**src/rtl/float_add_sub_seq_if.sv**
```systemverilog
// Operand/result bundle for the sequential float adder/subtractor.
//
// Handshake: a request is accepted on a rising clock edge where start=1 and
// ready=1; alpha, beta and op are sampled on that edge only. ready is high
// while the unit is idle or holding a finished result. valid is high only
// while a finished result is held; result, overflow and underflow are
// meaningful only when valid=1 and stay stable until the next accepted start.
interface float_add_sub_seq_if #(
   parameter int EXP_WIDTH  = 4,
   parameter int MANT_WIDTH = 3
);
   localparam int W = 1 + EXP_WIDTH + MANT_WIDTH;

   logic         start;
   logic         op;
   logic [W-1:0] alpha;
   logic [W-1:0] beta;
   logic         ready;
   logic         valid;
   logic [W-1:0] result;
   logic         overflow;
   logic         underflow;

   modport master (
      output start, op, alpha, beta,
      input  ready, valid, result, overflow, underflow
   );

   modport slave (
      input  start, op, alpha, beta,
      output ready, valid, result, overflow, underflow
   );
endinterface

```
**src/rtl/float_add_sub_seq.sv**
```systemverilog
// Multi-cycle floating-point adder/subtractor: capture, align, add,
// normalise (one shift per cycle), round to nearest even, then hold.
module float_add_sub_seq #(
   parameter int EXP_WIDTH  = 4,
   parameter int MANT_WIDTH = 3,
   parameter int BIAS       = 7
) (
   input  logic                clock,
   input  logic                clear,
   float_add_sub_seq_if.slave  bus,
   output logic [2:0]          dbg_state_o
);
   localparam int W   = 1 + EXP_WIDTH + MANT_WIDTH;
   localparam int MW  = MANT_WIDTH + 5;  // {carry, hidden, mant, guard, round, sticky}
   localparam int EW  = EXP_WIDTH + 2;   // signed working exponent
   localparam int SHW = MANT_WIDTH + 3;  // shift distance that leaves only sticky

   localparam logic signed [EW-1:0] EXP_ONE = EW'(1);
   localparam logic signed [EW-1:0] EXP_MAX = EW'((1 << EXP_WIDTH) - 1);

   localparam logic [2:0] S_IDLE  = 3'd0;
   localparam logic [2:0] S_ALIGN = 3'd1;
   localparam logic [2:0] S_ADD   = 3'd2;
   localparam logic [2:0] S_NORM  = 3'd3;
   localparam logic [2:0] S_ROUND = 3'd4;
   localparam logic [2:0] S_DONE  = 3'd5;

   // The bias only shifts the meaning of the exponent field; addition itself
   // works on raw fields, so it is only range-checked here.
   if (BIAS < 1 || BIAS >= (1 << EXP_WIDTH) - 1) begin : g_bias_check
      $error("float_add_sub_seq: BIAS out of range for EXP_WIDTH");
   end

   logic [2:0]                state_q, state_d;
   logic                      sign_gt_q, sign_gt_d, sign_lt_q, sign_lt_d;
   logic [EXP_WIDTH-1:0]      exp_gt_q, exp_gt_d, exp_lt_q, exp_lt_d;
   logic [MW-1:0]             mant_gt_q, mant_gt_d, mant_lt_q, mant_lt_d;
   logic                      sign_q, sign_d;
   logic signed [EW-1:0]      exp_q, exp_d;
   logic [MW-1:0]             mant_q, mant_d;
   logic [W-1:0]              result_q, result_d;
   logic                      ovf_q, ovf_d, unf_q, unf_d;

   logic                      ready, accept;
   logic [EXP_WIDTH-1:0]      a_exp, b_exp, diff;
   logic [MANT_WIDTH-1:0]     a_man, b_man, frac;
   logic                      b_sign, round_up;
   logic [MW-1:0]             a_ext, b_ext, shifted, lost_mask;
   logic [MANT_WIDTH+1:0]     sig;
   logic signed [EW-1:0]      exp_r;

   assign ready  = (state_q == S_IDLE) || (state_q == S_DONE);
   assign accept = bus.start && ready;

   // Operand decode: a zero exponent field means zero, mantissa ignored.
   always_comb begin
      a_exp  = bus.alpha[W-2:MANT_WIDTH];
      b_exp  = bus.beta[W-2:MANT_WIDTH];
      a_man  = (a_exp != '0) ? bus.alpha[MANT_WIDTH-1:0] : '0;
      b_man  = (b_exp != '0) ? bus.beta[MANT_WIDTH-1:0]  : '0;
      b_sign = bus.beta[W-1] ^ bus.op;
      a_ext  = {1'b0, (a_exp != '0), a_man, 3'b000};
      b_ext  = {1'b0, (b_exp != '0), b_man, 3'b000};
   end

   // Next-state logic for the whole datapath, one FSM step per cycle.
   always_comb begin
      state_d   = state_q;
      sign_gt_d = sign_gt_q;
      sign_lt_d = sign_lt_q;
      exp_gt_d  = exp_gt_q;
      exp_lt_d  = exp_lt_q;
      mant_gt_d = mant_gt_q;
      mant_lt_d = mant_lt_q;
      sign_d    = sign_q;
      exp_d     = exp_q;
      mant_d    = mant_q;
      result_d  = result_q;
      ovf_d     = ovf_q;
      unf_d     = unf_q;
      diff      = exp_gt_q - exp_lt_q;
      lost_mask = ~({MW{1'b1}} << diff);
      shifted   = (mant_lt_q >> diff) | {{(MW-1){1'b0}}, |(mant_lt_q & lost_mask)};
      round_up  = mant_q[2] & (mant_q[1] | mant_q[0] | mant_q[3]);
      sig       = {1'b0, mant_q[MW-2:3]} + {{(MANT_WIDTH+1){1'b0}}, round_up};
      frac      = sig[MANT_WIDTH+1] ? sig[MANT_WIDTH:1] : sig[MANT_WIDTH-1:0];
      exp_r     = sig[MANT_WIDTH+1] ? exp_q + EXP_ONE : exp_q;

      case (state_q)
         S_IDLE, S_DONE: begin
            if (accept) begin
               state_d = S_ALIGN;
               ovf_d   = 1'b0;
               unf_d   = 1'b0;
               if ({a_exp, a_man} >= {b_exp, b_man}) begin
                  sign_gt_d = bus.alpha[W-1]; exp_gt_d = a_exp; mant_gt_d = a_ext;
                  sign_lt_d = b_sign;         exp_lt_d = b_exp; mant_lt_d = b_ext;
               end else begin
                  sign_gt_d = b_sign;         exp_gt_d = b_exp; mant_gt_d = b_ext;
                  sign_lt_d = bus.alpha[W-1]; exp_lt_d = a_exp; mant_lt_d = a_ext;
               end
            end
         end
         S_ALIGN: begin
            state_d   = S_ADD;
            mant_lt_d = (int'(diff) >= SHW) ? {{(MW-1){1'b0}}, |mant_lt_q} : shifted;
         end
         S_ADD: begin
            state_d = S_NORM;
            mant_d  = (sign_gt_q == sign_lt_q) ? mant_gt_q + mant_lt_q
                                               : mant_gt_q - mant_lt_q;
            sign_d  = sign_gt_q;
            exp_d   = $signed({2'b00, exp_gt_q});
         end
         S_NORM: begin
            if (mant_q == '0) begin
               sign_d  = 1'b0;
               state_d = S_ROUND;
            end else if (mant_q[MW-1]) begin
               mant_d = {1'b0, mant_q[MW-1:2], mant_q[1] | mant_q[0]};
               exp_d  = exp_q + EXP_ONE;
            end else if (!mant_q[MW-2]) begin
               mant_d = {mant_q[MW-2:0], 1'b0};
               exp_d  = exp_q - EXP_ONE;
            end else begin
               state_d = S_ROUND;
            end
         end
         S_ROUND: begin
            state_d = S_DONE;
            if (mant_q == '0) begin
               result_d = '0;
            end else if (exp_r > EXP_MAX) begin
               result_d = {sign_q, {(W-1){1'b1}}};
               ovf_d    = 1'b1;
            end else if (exp_r < EXP_ONE) begin
               result_d = {sign_q, {(W-1){1'b0}}};
               unf_d    = 1'b1;
            end else begin
               result_d = {sign_q, exp_r[EXP_WIDTH-1:0], frac};
            end
         end
         default: state_d = S_IDLE;
      endcase
   end

   // State and datapath registers; clear wins over any request.
   always_ff @(posedge clock) begin
      if (clear) begin
         state_q   <= S_IDLE;
         sign_gt_q <= 1'b0;
         sign_lt_q <= 1'b0;
         exp_gt_q  <= '0;
         exp_lt_q  <= '0;
         mant_gt_q <= '0;
         mant_lt_q <= '0;
         sign_q    <= 1'b0;
         exp_q     <= '0;
         mant_q    <= '0;
         result_q  <= '0;
         ovf_q     <= 1'b0;
         unf_q     <= 1'b0;
      end else begin
         state_q   <= state_d;
         sign_gt_q <= sign_gt_d;
         sign_lt_q <= sign_lt_d;
         exp_gt_q  <= exp_gt_d;
         exp_lt_q  <= exp_lt_d;
         mant_gt_q <= mant_gt_d;
         mant_lt_q <= mant_lt_d;
         sign_q    <= sign_d;
         exp_q     <= exp_d;
         mant_q    <= mant_d;
         result_q  <= result_d;
         ovf_q     <= ovf_d;
         unf_q     <= unf_d;
      end
   end

   assign bus.ready     = ready;
   assign bus.valid     = (state_q == S_DONE);
   assign bus.result    = result_q;
   assign bus.overflow  = ovf_q;
   assign bus.underflow = unf_q;
   assign dbg_state_o   = state_q;
endmodule

```
**src/flat_wrapper.sv**
```systemverilog
// flat-port wrapper written by rule: the top's interface ports become plain ports
module float_add_sub_seq_flat 
#(
   parameter int EXP_WIDTH  = 4,
   parameter int MANT_WIDTH = 3,
   parameter int BIAS       = 7
)
  (clock, clear, dbg_state_o, bus_start, bus_op, bus_alpha, bus_beta, bus_ready, bus_valid, bus_result, bus_overflow, bus_underflow);
  float_add_sub_seq_if #(.EXP_WIDTH(EXP_WIDTH), .MANT_WIDTH(MANT_WIDTH)) bus_i ();
  input  logic clock;
  input  logic clear;
  output logic [2:0] dbg_state_o;
  input wire logic [$bits(bus_i.start)-1:0] bus_start;
  input wire logic [$bits(bus_i.op)-1:0] bus_op;
  input wire logic [$bits(bus_i.alpha)-1:0] bus_alpha;
  input wire logic [$bits(bus_i.beta)-1:0] bus_beta;
  output wire logic [$bits(bus_i.ready)-1:0] bus_ready;
  output wire logic [$bits(bus_i.valid)-1:0] bus_valid;
  output wire logic [$bits(bus_i.result)-1:0] bus_result;
  output wire logic [$bits(bus_i.overflow)-1:0] bus_overflow;
  output wire logic [$bits(bus_i.underflow)-1:0] bus_underflow;
  assign bus_i.start = bus_start;
  assign bus_i.op = bus_op;
  assign bus_i.alpha = bus_alpha;
  assign bus_i.beta = bus_beta;
  assign bus_ready = bus_i.ready;
  assign bus_valid = bus_i.valid;
  assign bus_result = bus_i.result;
  assign bus_overflow = bus_i.overflow;
  assign bus_underflow = bus_i.underflow;
  float_add_sub_seq #(.EXP_WIDTH(EXP_WIDTH), .MANT_WIDTH(MANT_WIDTH), .BIAS(BIAS)) u_core (.clock(clock), .clear(clear), .bus(bus_i), .dbg_state_o(dbg_state_o));
endmodule
```
**config.mk**
```make
export PLATFORM = sky130hd
export DESIGN_NAME = float_add_sub_seq_flat
export DESIGN_NICKNAME = d
export VERILOG_FILES = /design/src/rtl/float_add_sub_seq_if.sv /design/src/rtl/float_add_sub_seq.sv /design/src/flat_wrapper.sv
export SDC_FILE = /design/constraint.sdc
export NUM_CORES = 1
export LEC_CHECK = 0
export BUFFER_PORTS_ARGS = -buffer_cell sky130_fd_sc_hd__buf_4
export CAP_MARGIN = 20
export CELL_PAD_IN_SITES_DETAIL_PLACEMENT = 1
export CELL_PAD_IN_SITES_GLOBAL_PLACEMENT = 2
export CORE_MARGIN = 10
export CORE_UTILIZATION = 38
export DETAILED_ROUTE_END_ITERATION = 10
export GPL_TIMING_DRIVEN = 0
export HOLD_SLACK_MARGIN = 0.15
export PLACE_DENSITY = 0.93
export SYNTH_ARGS = -nofsm -noshare
export SYNTH_HDL_FRONTEND = slang
export SYNTH_SLANG_ARGS = --single-unit
```
**constraint.sdc**
```tcl
create_clock -name clock -period 8.5 [get_ports clock]
set_input_delay 0.85 -clock clock [delete_from_list [all_inputs] [get_ports clock]]
set_output_delay 0.85 -clock clock [all_outputs]
set_load 0.1 [all_outputs]
```
## After elaboration in Yosys (flattened, before gate mapping)

Index checks and enable logic that the tools add are counted.
Widths: inputs -> output; s select.

| cells by class | value |
|---|---|
| $add $sub $neg | 6 |
| magnitude comparators | 4 |
| eq/ne operators | 16 |
| shift-type cells | 2 |
| mux-type cells | 40 |
| bitwise gates (word level) | 7 |
| reduce and logical (&&, ||, !) cells | 20 |

Operators by type and width:

| kind | number |
|---|---|
| $mux 8 | 6 |
| $mux 7 | 5 |
| $pmux 8 s2 | 2 |
| $mux 6 | 4 |
| $mux 3 | 7 |
| $reduce_or 8->1 | 2 |
| $pmux 3 s5 | 1 |
| $pmux 6 s2 | 1 |
| $mux 1 | 9 |
| $add 8x8->8 | 1 |
| $and 8x8->8 | 1 |
| $logic_not 8->1 | 1 |
| $mux 4 | 2 |
| $ne 2x1->1 const B | 4 |
| $not 8->8 | 1 |
| $or 8x1->8 | 1 |
| $reduce_and 2->1 | 4 |
| $reduce_bool 4->1 | 2 |
| $shl 8x4->8 const A | 1 |
| $shr 8x4->8 | 1 |
| $sub 8x8->8 | 1 |
| $ge 7x7->1 | 1 |
| $add 6x2->6 const B | 1 |
| $eq 3x2->1 const B | 2 |
| 25 further kinds | 34 |

| word-level totals | value |
|---|---|
| flip-flop bits (word level) | 54 |
| input bits | 20 |
| output and inout port bits | 15 |
| word-level logic and storage cells | 109 |

## Depth between registers and ports, before layout

| depth | value |
|---|---|
| word-level depth | 10 |
| depth in mapped cells | 11 |
| depth with buffers taken out | 10 |

## Least setup slack after synthesis

Ideal clock, no wire load.

| timing | value |
|---|---|
| path type | register to register |
| from | reg u_core.state_q[0] (netlist: u_core.dbg_state_o[0]) |
| to | reg u_core.sign_gt_q |
| setup time | 0.062 ns |
| arrival time | 3.516 ns |
| data required time | 8.438 ns |
| slack | 4.922 ns |
| stages on the path, launching flop included | 9 |
| path buffers | 2 |
| period minus slack after synthesis | 3.578 ns |
| path through | dfxtp_1 > buf_4 > xor2_2 > nor2_1 > nand2_2 > buf_4 > nor3_1 > nand2_1 > nand3_1 |

| between the ends | value |
|---|---|
| cells in the longest elaborated chain, start to end | 4 |
| elaborated cells on any way between the ends | 6 |
| classes of those cells | eq/ne (1); reduce/logical (5) |

RTL lines:

| item | RTL line | text |
|---|---|---|
| start: declaration | float_add_sub_seq.sv:34 | `logic [2:0] state_q, state_d;` |
| start signal: assignment | float_add_sub_seq.sv:164 | `state_q <= state_d;` |
| $eq 3x3->1 / $logic_not 3->1 (equally long branches) | float_add_sub_seq.sv:52 | `assign ready = (state_q == S_IDLE) \|\| (state_q == S_DONE);` |
| $logic_or 1x1->1 (*) | float_add_sub_seq.sv:52 |  |
| via bus_ready | flat_wrapper.sv:17 | `output wire logic [$bits(bus_i.ready)-1:0] bus_ready;` |
| $logic_and 1x1->1 (*) | float_add_sub_seq.sv:53 | `assign accept = bus.start && ready;` |
| $reduce_and 2->1 (no source line) (*) | - |  |
| end signal: assignment | float_add_sub_seq.sv:165 | `sign_gt_q <= sign_gt_d;` |
| end: declaration | float_add_sub_seq.sv:35 | `logic sign_gt_q, sign_gt_d, sign_lt_q, sign_lt_d;` |

Mark *: on every way through the listed nets, which the timed path passes. The rest lies on a longest branch.
A chain may end at the register's enable or synchronous reset.

## Worst setup path in the final report

| timing | value |
|---|---|
| from | in bus_alpha[3] |
| to | reg u_core.mant_gt_q[5] |

| between the ends | value |
|---|---|
| cells in the longest elaborated chain, start to end | 4 |

RTL lines:

| item | RTL line | text |
|---|---|---|
| start: declaration | flat_wrapper.sv:15 | `input wire logic [$bits(bus_i.alpha)-1:0] bus_alpha;` |
| $reduce_bool 4->1 | float_add_sub_seq.sv:59 | `a_man = (a_exp != '0) ? bus.alpha[MANT_WIDTH-1:0] : '0;` |
| $mux 3 | float_add_sub_seq.sv:59 |  |
| $ge 7x7->1 | float_add_sub_seq.sv:95 | `if ({a_exp, a_man} >= {b_exp, b_man}) begin` |
| $mux 7 (*) | float_add_sub_seq.sv:95 |  |
| end signal: assignment | float_add_sub_seq.sv:169 | `mant_gt_q <= mant_gt_d;` |
| end: declaration | float_add_sub_seq.sv:37 | `logic [MW-1:0] mant_gt_q, mant_gt_d, mant_lt_q, mant_lt_d;` |

Every way passes the cells marked *; elsewhere a longest branch is shown, timed or not.

==> key figures <==
Outcome
  – Status: complete, no violations

Detailed routing
  – Top layer used by detailed routing: met4
  – Met2 routed WL: 5610 µm
  – Drt first pass iters: 4
  – Routed Antenna Nets: 0
  – Remaining DRCs: 0
  – Vias per cell: between 5 and 6
  – M1 WL: just under 6000 µm
  – Routed Wire Length: roughly 12000 µm
  – Wire length per cell: 18.3 µm
  – Via count: 3673
  – Met3 Routed Length: between 200 and 300 µm
  – Initial DRC count: about 140

Clocking
  – Clock root buffer: clkbuf_8
  – Clk buf depth: 2
  – Hold-fix buffers, CTS: 0
  – CTS tree: done
  – Clock buffer count from CTS: 5
  – Post-CTS setup buffer count: 0
  – Clock transition at path regs: roughly 0.10 ns
  – Clk sinks: 50
  – Post_cts resized: 0
  – Skew-Pair Late Insertion Delay: ~0.32 ns
  – CTS H-Tree Depth: 2

Placement
  – Cell Area, Placed: 4180 µm²
  – Placed Cells: roughly 640
  – PortBufs: 33
  – HPWL Detailed: between 9000 and 10000 µm
  – GPL Wtd Cong: between 0.8 and 0.9

Pwr
  – Leak: approximately 0.0017 µW
  – Share of power burned in registers: 0.329
  – Int Pwr: between 500 and 600 µW
  – Comb power frac: 0.480
  – Peak supply drop: around 0.00013 V
  – Power per cell area: between 200 and 250 nW/µm²
  – Switching Power: just under 400 µW
  – Clock power share: 0.191
  – Switching part of the total: 0.437

STA
  – Slew Viols, Final: 0
  – Final worst-path cycle share: 0.396
  – Max-slew headroom: 0.538
  – Min Tclk post-route: between 3 and 4 ns
  – RSZ-0062 raised after global routing: no
  – Fmax: ~300 MHz
  – Setup TNS: 0 ns
  – Final Hold Viols: 0
  – Slew @ Worst Pin: between 0.6 and 0.7 ns
  – Setup-failing EPs final: 0
  – Worst clock skew: 0.0121 ns

Synthesis
  – Gate Count Post-Synth: ~480
  – Most frequent cells after synthesis: nor2_1 (65), dfxtp_1 (50), a21oi_1 (46), nand2_1 (28), nor3_1 (23)
  – Top-count cell post-synth: nor2_1
  – Post-synth EDFFs: 0
  – Syn avg cell area: around 7.9 µm²
  – Count of cell types in the netlist: 75
  – Sequential area share after synthesis: 0.266
  – Register bit total from synthesis: 50
  – Synth warn: 0
  – FFs w/ async S/R, synth: 0
  – Syn Nets: between 500 and 600
  – Top_reg_cell synth: dfxtp_1
  – Cell area after synthesis: around 3800 µm²
  – Area leader, netlist: dfxtp_1
  – Synth area leaders: dfxtp_1 (27%), nor2_1 (6.5%), a21oi_1 (6.1%), ha_1 (6.0%), mux2i_1 (3.2%)
  – Top-area cell type share of the netlist area: 0.266

Floorplanning
  – Die width: between 100 and 150 µm
  – Row count: 36
  – Die height: approximately 120 µm
  – Top-Level Pins: 35
  – Starting density of the core: 0.387
  – Die area: approximately 14000 µm²
  – Core area: between 9000 and 10000 µm²

Worst setup path
  – CP max-delay cell: or4_1
  – CP Cell Sequence: buf_4, or4_1, nand2_1, inv_1, ha_1, a21oi_1, o21ai_1, a41oi_1, a21o_1, mux2_2, a211oi_1
  – CP startpoint: bus_alpha[3]
  – Reg-to-Reg Start: u_core.sign_gt_q
  – CP max stage delay: between 0.6 and 0.7 ns
  – Worst Setup End Kind: flip-flop
  – Crit path max-delay family: compound AO/OA/AOI/OAI gates
  – Critical Path RT: 8.73 ns
  – WS Path Type: in -> reg
  – Crit path buf inv count: 2
  – Crit path max fanout: 7
  – Worst path arrival time: about 3.6 ns
  – Critical path launch point type: input pin

Layout
  – Area grow syn2layout: 13.9%
  – # fillers: 1249
  – Share of layout cells above drive strength 1: 0.170
  – Final instance area: between 4000 and 5000 µm²
  – Ant. Diodes: 0
  – Fin nets: between 500 and 600
  – Fin cells: ~650

Global route
  – Total grt overflow: 0
  – Antenna violations before repair: 0
  – Global-route wire length before repair: 20000 µm
  – Total track usage: 0.167
  – Vias in the first global route: 3903
  – Largest net degree at the start of global routing: 15

Worst hold path
  – HP Class: reg -> reg
  – Hold Crit Start: u_core.bus.result[3]

Job
  – Max_cap viols: 0
[cells by family (layout without fill, tap and decap cells)]
kind of cell             Yosys count  after routing  synth area share
flip-flops                        50             50             0.266
multiplexers                      19             19            0.0558
AND/OR/NAND/NOR                  186            186             0.256
adder cells (fa/ha/maj)           20             20            0.0704
XOR/XNOR                          20             20            0.0485
AO/OA/AOI/OAI                    127            127             0.237
buffers and inverters             55             96            0.0671
[state kept, by name (all words and copies together), names as in the netlist, 3 cells and up]
register            flops
u_core.mant_lt_q        8
u_core.mant_gt_q        4
u_core.exp_q            6
u_core.exp_lt_q         4
u_core.dbg_state_o      3
u_core.exp_gt_q         4
u_core.mant_q           8
u_core.bus.result       8
[final cells by class]
cell class	instances	area (µm²)	area share
sequential	50	1000	0.233
multi-input combinational	372	2510	0.586
inverter	22	82.6	0.0192
buffer	33	170	0.0397
timing repair buffer	33	248	0.0577
clock buffer	8	110	0.0257
tap	133	166	0.0388
[metrics by stage]
stage / worst slack (ns) / hold WS (ns) / total power, µW / utilization
2_1_floorplan: 4.92 / 0.441 / 611 / -
3_3_place_gp: 4.86 / 0.470 / 709 / 0.430
4_1_cts: 5.16 / 0.508 / 894 / 0.441
5_1_grt: 4.87 / 0.534 / 954 / 0.441
3_5_place_dp: 4.83 / 0.486 / 724 / 0.430
6_report: 5.13 / 0.500 / 893 / 0.441
[worst register-to-register path: cells and delay by family, from the launching register on]
kind,cells,cell delay [ns]
xor+xnor,4,1.02
fa+ha+maj,2,0.64
compound gates,3,0.55
flops,1,0.36
simple gates,1,0.15
[routing by layer]
layer | vias up | GRT usage
li1 | 1813 | -
met1 | 1798 | 0.221
met2 | 49 | 0.283
met3 | 13 | 0.0220
met4 | 0 | 0.0347
met5 | - | 0
[worst paths after layout]
kind                          end  slack, ns  cells after the start
max           u_core.mant_gt_q[5]       5.13                     11
min          u_core.bus.result[3]       0.50                      2
max reg2reg      u_core.mant_q[7]       5.68                     10
min reg2reg  u_core.bus.result[3]       0.50                      2
[placed cells by master (no fill, tap or decap), drive strengths merged, types with 2 or more instances in the layout]
cell,n
nor2b,6
o31ai,5
or3,3
inv,22
o221ai,2
xnor2,9
nand3b,5
or3b,2
a211oi,9
clkbuf,23
nor4,6
a22oi,7
xor2,11
nand4,4
and2,2
a21oi,50
fa,2
a31oi,8
mux2i,12
mux2,6
dfxtp,50
nor3,25
nor4b,2
a21o,4
a211o,3
buf,51
o21ai,14
ha,18
nor2,66
o22ai,2
nand2,29
o41ai,3
nand2b,4
a2111oi,8
nand3,14
nor3b,7
or4,4
and3,4
[power groups by stage]
stage / sequential, µW / clock [µW] / combinational (µW)
4_1_cts: 293 / 172 / 429
3_5_place_dp: 298 / 0 / 425
5_1_grt: 298 / 180 / 476
3_3_place_gp: 297 / 0 / 413
2_1_floorplan: 304 / 0 / 307
6_report: 293 / 171 / 428
Note: power is estimated with default switching activity, not from simulation.
